File: config.mk
export PLATFORM = sky130hd
export DESIGN_NAME = frame_buffer_reader
export DESIGN_NICKNAME = d
export VERILOG_FILES = /design/src/rtl/frame_buffer_reader.sv
export SDC_FILE = /design/constraint.sdc
export NUM_CORES = 1
export LEC_CHECK = 0
export CAP_MARGIN = 20
export CORE_MARGIN = 1
export CORE_UTILIZATION = 54
export CTS_CLUSTER_SIZE = 8
export DETAILED_ROUTE_END_ITERATION = 10
export HOLD_SLACK_MARGIN = 0.06
export PLACE_DENSITY = 0.87
export SETUP_SLACK_MARGIN = 0.5
export SYNTH_ARGS = -nofsm -noshare
export SYNTH_HDL_FRONTEND = slang
export SYNTH_SLANG_ARGS = --single-unit
File: constraint.sdc
create_clock -name clk_i -period 4 [get_ports clk_i]
set_input_delay 0.8 -clock clk_i [delete_from_list [all_inputs] [get_ports clk_i]]
set_output_delay 0.8 -clock clk_i [all_outputs]
set_load 0.01 [all_outputs]
File: src/rtl/frame_buffer_reader.sv
// frame_buffer_reader
//   Streams one frame out of a synchronous-read frame buffer on request.
//   Reads run ahead of the pixel stream through a 2-entry output FIFO, so
//   the stream sustains one pixel per clock and absorbs any backpressure.
//
// Ports
//   clk_i          single clock, rising edge
//   rst_n_i        asynchronous active-low reset
//   frame_start_i  one-cycle request to stream a frame (accepted in IDLE only)
//   fb_read_o      frame-buffer read strobe
//   fb_addr_o      frame-buffer read address
//   fb_data_i      read data, valid exactly one cycle after fb_read_o
//   pixel_valid_o  output pixel valid
//   pixel_ready_i  downstream ready
//   pixel_data_o   output pixel
//   pixel_sof_o    pixel is address 0
//   pixel_eol_o    pixel is the last of its line
//   busy_o         frame accepted and last pixel not yet transferred
//
// Build option
//   FB_READER_LINE_GAP_EN  when defined, read issue pauses for
//                          LINE_GAP_CYCLES cycles after each line except
//                          the last; output keeps draining during the gap.

module frame_buffer_reader #(
    parameter int PIXEL_WIDTH      = 4,
    parameter int PIXELS_PER_LINE  = 160,
    parameter int LINES_PER_FRAME  = 120,
    parameter int LINE_GAP_CYCLES  = 4,
    localparam int PIXELS_PER_FRAME = PIXELS_PER_LINE * LINES_PER_FRAME,
    localparam int FB_ADDR_WIDTH    = $clog2(PIXELS_PER_FRAME)
) (
    input  logic                     clk_i,
    input  logic                     rst_n_i,
    input  logic                     frame_start_i,
    output logic                     fb_read_o,
    output logic [FB_ADDR_WIDTH-1:0] fb_addr_o,
    input  logic [PIXEL_WIDTH-1:0]   fb_data_i,
    output logic                     pixel_valid_o,
    input  logic                     pixel_ready_i,
    output logic [PIXEL_WIDTH-1:0]   pixel_data_o,
    output logic                     pixel_sof_o,
    output logic                     pixel_eol_o,
    output logic                     busy_o
);

    localparam int COL_W   = (PIXELS_PER_LINE > 1) ? $clog2(PIXELS_PER_LINE) : 1;
    localparam int GAP_W   = (LINE_GAP_CYCLES > 0) ? $clog2(LINE_GAP_CYCLES + 1) : 1;
    localparam int ENTRY_W = PIXEL_WIDTH + 2;

    localparam logic [FB_ADDR_WIDTH-1:0] LAST_ADDR = FB_ADDR_WIDTH'(PIXELS_PER_FRAME - 1);
    localparam logic [COL_W-1:0]         LAST_COL  = COL_W'(PIXELS_PER_LINE - 1);

    typedef enum logic [1:0] {
        S_IDLE,
        S_READ,
        S_DRAIN
    } state_t;

    state_t                   r_state;
    logic [FB_ADDR_WIDTH-1:0] r_addr;
    logic [COL_W-1:0]         r_col;
    logic [GAP_W-1:0]         r_gap;
    logic                     r_inflight;
    logic                     r_if_sof;
    logic                     r_if_eol;

    logic [ENTRY_W-1:0]       r_mem [2];
    logic                     r_wr_ptr;
    logic                     r_rd_ptr;
    logic [1:0]               r_count;

    logic                     w_empty;
    logic                     w_valid;
    logic [ENTRY_W-1:0]       w_head;
    logic                     w_pop;
    logic                     w_fifo_pop;
    logic                     w_push;
    logic [2:0]               w_pending;
    logic                     w_read;

    // The read in flight counts as a FIFO entry whose data arrives this
    // cycle on fb_data_i. When nothing is stored it is presented directly,
    // which gives the two-cycle start latency; if it is not taken it is
    // written into the FIFO, so the presented value stays stable.
    assign w_empty    = (r_count == 2'd0);
    assign w_valid    = !w_empty || r_inflight;
    assign w_head     = w_empty ? {fb_data_i, r_if_sof, r_if_eol} : r_mem[r_rd_ptr];
    assign w_pop      = w_valid && pixel_ready_i;
    assign w_fifo_pop = w_pop && !w_empty;
    assign w_push     = r_inflight && !(w_pop && w_empty);
    assign w_pending  = {1'b0, r_count} + {2'b00, r_inflight} - {2'b00, w_pop};
    assign w_read     = (r_state == S_READ) && (r_gap == '0) && (w_pending < 3'd2);

    assign fb_read_o     = w_read;
    assign fb_addr_o     = r_addr;
    assign pixel_valid_o = w_valid;
    assign pixel_data_o  = w_valid ? w_head[ENTRY_W-1:2] : '0;
    assign pixel_sof_o   = w_valid && w_head[1];
    assign pixel_eol_o   = w_valid && w_head[0];
    // Drops in the same cycle DRAIN decides to return to IDLE.
    assign busy_o        = (r_state != S_IDLE) &&
                           !((r_state == S_DRAIN) && w_empty && !r_inflight);

    always_ff @(posedge clk_i or negedge rst_n_i) begin
        if (!rst_n_i) begin
            r_state    <= S_IDLE;
            r_addr     <= '0;
            r_col      <= '0;
            r_gap      <= '0;
            r_inflight <= 1'b0;
            r_if_sof   <= 1'b0;
            r_if_eol   <= 1'b0;
        end else begin
            r_inflight <= w_read;
            if (w_read) begin
                r_if_sof <= (r_addr == '0);
                r_if_eol <= (r_col == LAST_COL);
            end
            case (r_state)
                S_IDLE: begin
                    if (frame_start_i) begin
                        r_addr  <= '0;
                        r_col   <= '0;
                        r_gap   <= '0;
                        r_state <= S_READ;
                    end
                end
                S_READ: begin
                    if (w_read) begin
                        r_addr <= r_addr + 1'b1;
                        r_col  <= (r_col == LAST_COL) ? '0 : r_col + 1'b1;
                        if (r_addr == LAST_ADDR) begin
                            r_state <= S_DRAIN;
                        end
                    end
`ifdef FB_READER_LINE_GAP_EN
                    if (w_read && (r_addr != LAST_ADDR) && (r_col == LAST_COL)) begin
                        r_gap <= GAP_W'(LINE_GAP_CYCLES);
                    end else if (r_gap != '0) begin
                        r_gap <= r_gap - 1'b1;
                    end
`endif
                end
                S_DRAIN: begin
                    if (w_empty && !r_inflight) begin
                        r_state <= S_IDLE;
                    end
                end
                default: r_state <= S_IDLE;
            endcase
        end
    end

    always_ff @(posedge clk_i or negedge rst_n_i) begin
        if (!rst_n_i) begin
            for (int unsigned i = 0; i < 2; i++) begin
                r_mem[i] <= '0;
            end
            r_wr_ptr <= 1'b0;
            r_rd_ptr <= 1'b0;
            r_count  <= 2'd0;
        end else begin
            if (w_push) begin
                r_mem[r_wr_ptr] <= {fb_data_i, r_if_sof, r_if_eol};
                r_wr_ptr        <= ~r_wr_ptr;
            end
            if (w_fifo_pop) begin
                r_rd_ptr <= ~r_rd_ptr;
            end
            r_count <= r_count + {1'b0, w_push} - {1'b0, w_fifo_pop};
        end
    end

endmodule

==> results.md, run 1 <==
* Status: completed
* Min-delay src: r_state[1]
* Post-synthesis cell area at 2450 sq um
* Die area at 4810 sq um
* Die W at 69.4 um
* Max-cap violations at 0
* Final setup viols at 0
* 1st-iter DRT viols at 95
* Slew @ Worst Pin at 0.959 ns
* Sequential Power Share at 30.9%
* Reg-to-Reg Start: r_count[0]
* Clock Root Buffer: clkbuf_8
* Initial core utilization at 56.3%
* Critical-path cell list: or3_4, and2_1, ha_1, nand2b_4, fa_2, xnor2_4, nand3_2, inv_2, buf_6
* Sw Share at 43.9%
* Worst hold endpoint: r_state[0]
* Initial antenna violation count at 0
* GRT overflow at 0
* Int Power at 1.38 mW
* Final GP Congestion at 0.846
* Slowest cell delay on critical path at 0.44 ns
* Row count at 24
* Hold path cells at 1
* Setup ws final at 0.599 ns
* Clock transition at the registers of the reported paths at 0.09 ns
* Minimum clock period after layout at 3.40 ns
* Placed Instance Area at 2820 sq um
* DRC viols at 0
* Comb pwr share at 57.9%
* Post-placement cell count at 323
* CTS buffer count at 5
* Pin count of the biggest net entering global routing at 45
* RSZ-0062 raised after global routing: no
* Clock Power Share at 11.3%
* I/O Buffers at 31
* Clock Skews at 0.00980 ns
* Register area share after synthesis at 44.9%
* ANT nets after route at 0
* Fraction of layout cells with a size suffix above 1 at 16.1%
* Tightest Hold Check Type: reg2reg
* Power Density at 841 nW/um^2
* Critical Path AT at 2.60 ns
* Via count at 2,012
* WS Path Type: reg2out
* 1st-pass router iterations at 4
* Global Route Usage Sum at 23.3%
* Largest fanout on the critical path at 5
* Main flop type after synthesis: dfrtp_1
* Worst path top cell family by delay: simple AND/OR/NAND/NOR gates
* Fmax at 0.294 GHz
* Post-Layout Cell Count at 332
* Clock buffer depth at 2
* CTS tree: built
* Synthesis-stage register bit count at 44
* Antenna diode count at 0
* Mapped Nets at 260
* Worst Reg2Reg Path Length in Cells at 10
* CTS sink count at 44
* Routed length per instance at 15.4 um
* VDD IR max at 0.000580 V
* Total detailed-routing wirelength at 5130 um
* R2r setup slk at 0.93 ns
* Critical path launch point type: flop
* First-pass GRT wire length at 9050 um
* Post-synthesis cell count at 245
* Slew headroom at 36.0%
* Most frequent cells in the layout: 43 x dfrtp_1, 28 x clkdlybuf4s50_1, 26 x nand2_1
* H-tree levels at 2
* Design area at 2930 sq um
* Dpl ws at 0.0718 ns
* WHS at 0.499 ns
* Hold_buf cts at 0
* Vias in the first global route at 1,935
* EDFF count, synth at 0
* Leakage Power at 1.28 nW
* Tcrit/Tclk final at 85.0%
* Layout area overhead at 19.3%
* Post-DP HPWL at 3530 um
* Psw at 1.08 mW
* Setup TNS at 0 ns
* Die Y at 69.4 um
* Synthesized area per cell at 10.0 sq um
* Asr flop ratio synth at 100%
* Ports at 32
* Routed vias/inst at 6.06
* Final Hold Viols at 0
* Nets@finish at 294
* Critical path buffers and inverters at 2
* Commonest non-fill, non-tap cell in the layout: dfrtp_1
* Max-slew violations at 0
* Distinct cells, synth at 52
* Number of warnings issued by yosys at 0
* Slowest CP cell: dfrtp_2
* Reg-to-reg endpoint: fb_addr_o[5]
* Worst EP required at 3.20 ns
* Core box area at 4350 sq um
* Setup crit end kind: output port
* Worst skew pair latency at 0.30 ns
routing by layer:
layer | global-route usage (%) | vias to the layer above | wire length [um]
li1 | - | 954 | -
met1 | 30.8 | 993 | 2300
met2 | 38.6 | 57 | 2510
met3 | 4.22 | 8 | 246
met4 | 8.39 | 0 | 72
met5 | 0 | - | 0
power by group through the flow:
stage                     clock (mW)  combinational (mW)  sequential, mW
after floorplan                    0               0.941           0.727
after global placement             0                1.35           0.754
after detailed placement           0                1.40           0.763
after CTS                      0.283                1.44           0.756
after global routing           0.303                1.57           0.787
final                          0.277                1.42           0.759
repair_timing:
| item | in CTS | in global routing |
|---|---|---|
| setup buffers | 1 | 0 |
| setup endpoints to repair | 1 | 1 |
| endpoints found under the hold margin | 0 | 0 |
| gates resized for setup | 8 | 2 |
| pin swaps | 3 | 1 |
Yosys cell counts (all sizes together), types with 2 or more instances:
| cell | number | area, sq um |
|---|---|---|
| o21ai | 16 | 83.8 |
| nand2b | 4 | 25.0 |
| nor4 | 4 | 25.0 |
| nand3b | 2 | 15.0 |
| clkbuf | 6 | 22.5 |
| or4b | 3 | 30.0 |
| xnor2 | 4 | 53.8 |
| o211ai | 9 | 72.6 |
| dfrtp | 44 | 1100 |
| nand4 | 5 | 43.8 |
| o2bb2ai | 2 | 23.8 |
| or2 | 3 | 18.8 |
| nor3 | 4 | 20.0 |
| inv | 10 | 37.5 |
| nand3 | 26 | 135 |
| and2 | 2 | 12.5 |
| nor2b | 3 | 18.8 |
| mux2i | 6 | 60.1 |
| mux2 | 12 | 135 |
| a31oi | 3 | 18.8 |
| xor2 | 2 | 17.5 |
| nor2 | 12 | 47.6 |
| nand4b | 5 | 43.8 |
| nand2 | 26 | 97.6 |
| ha | 6 | 75.1 |
| a21oi | 4 | 20.0 |
| a22o | 2 | 17.5 |
| buf | 6 | 38.8 |
cell families after synthesis:
group | count (synthesis) | synth area share [%]
compound gates | 43 | 12.7
xor+xnor | 6 | 2.91
fa+ha+maj | 7 | 3.88
buf+inv | 22 | 4.03
flops | 44 | 44.9
mux | 18 | 7.96
simple gates | 105 | 23.6
worst reg2reg max path: stages (launching register included):
cell	delay (ns)
dfrtp_2	0.44
or3_4	0.39
and2_1	0.17
ha_1	0.27
nand2b_4	0.14
fa_2	0.39
xnor2_4	0.19
buf_4	0.15
a32oi_4	0.22
or4b_1	0.55
nand3_1	0.09
through the flow:
step | util, % | power, mW
global route | 67.2 | 2.66
floorplan | - | 1.67
global placement | 64.7 | 2.10
detailed placement | 64.7 | 2.16
finish | 67.2 | 2.46
CTS | 67.0 | 2.47
layout make-up:
class	instances	area, sq um
Tap cell	52	65.1
Clock buffer	5	68.8
Sequential cell	44	1100
Inverter	10	37.5
Clock inverter	3	18.8
Fill cell	345	1430
Multi-Input combinational cell	179	1270
Timing Repair Buffer	39	365
flip-flops by register name, summed over array words and instances, names as in the netlist:
signal      count
r_mem          12
r_count         2
r_inflight      1
r_if_eol        1
fb_addr_o      15
r_if_sof        1
r_col           8
r_wr_ptr        1
r_state         2
r_rd_ptr        1
how the worst max path moves through the flow:
stage	from	endpoint	slack [ns]	cells after the start
floorplan	r_inflight	fb_read_o	0.53	10
global placement	pixel_ready_i	fb_read_o	0.11	9
detailed placement	pixel_ready_i	fb_read_o	0.07	9
CTS	r_count[0]	fb_read_o	0.53	9
global route	r_count[0]	fb_read_o	0.51	9
finish	r_count[0]	fb_read_o	0.60	9
No activity file was read; power rests on OpenSTA's default activity.
==> run 2, diff against run 1 <==
- CORE_MARGIN: 1 -> unset
==> results of run 2 <==
Final layout, timing and power as in run 1 (identical DEF).
==> run 3, diff against run 2 <==
- CAP_MARGIN: 20 -> 5
- CTS_CLUSTER_DIAMETER: unset -> 40
==> results of run 3 <==
Final layout, timing and power as in run 1 (identical DEF).
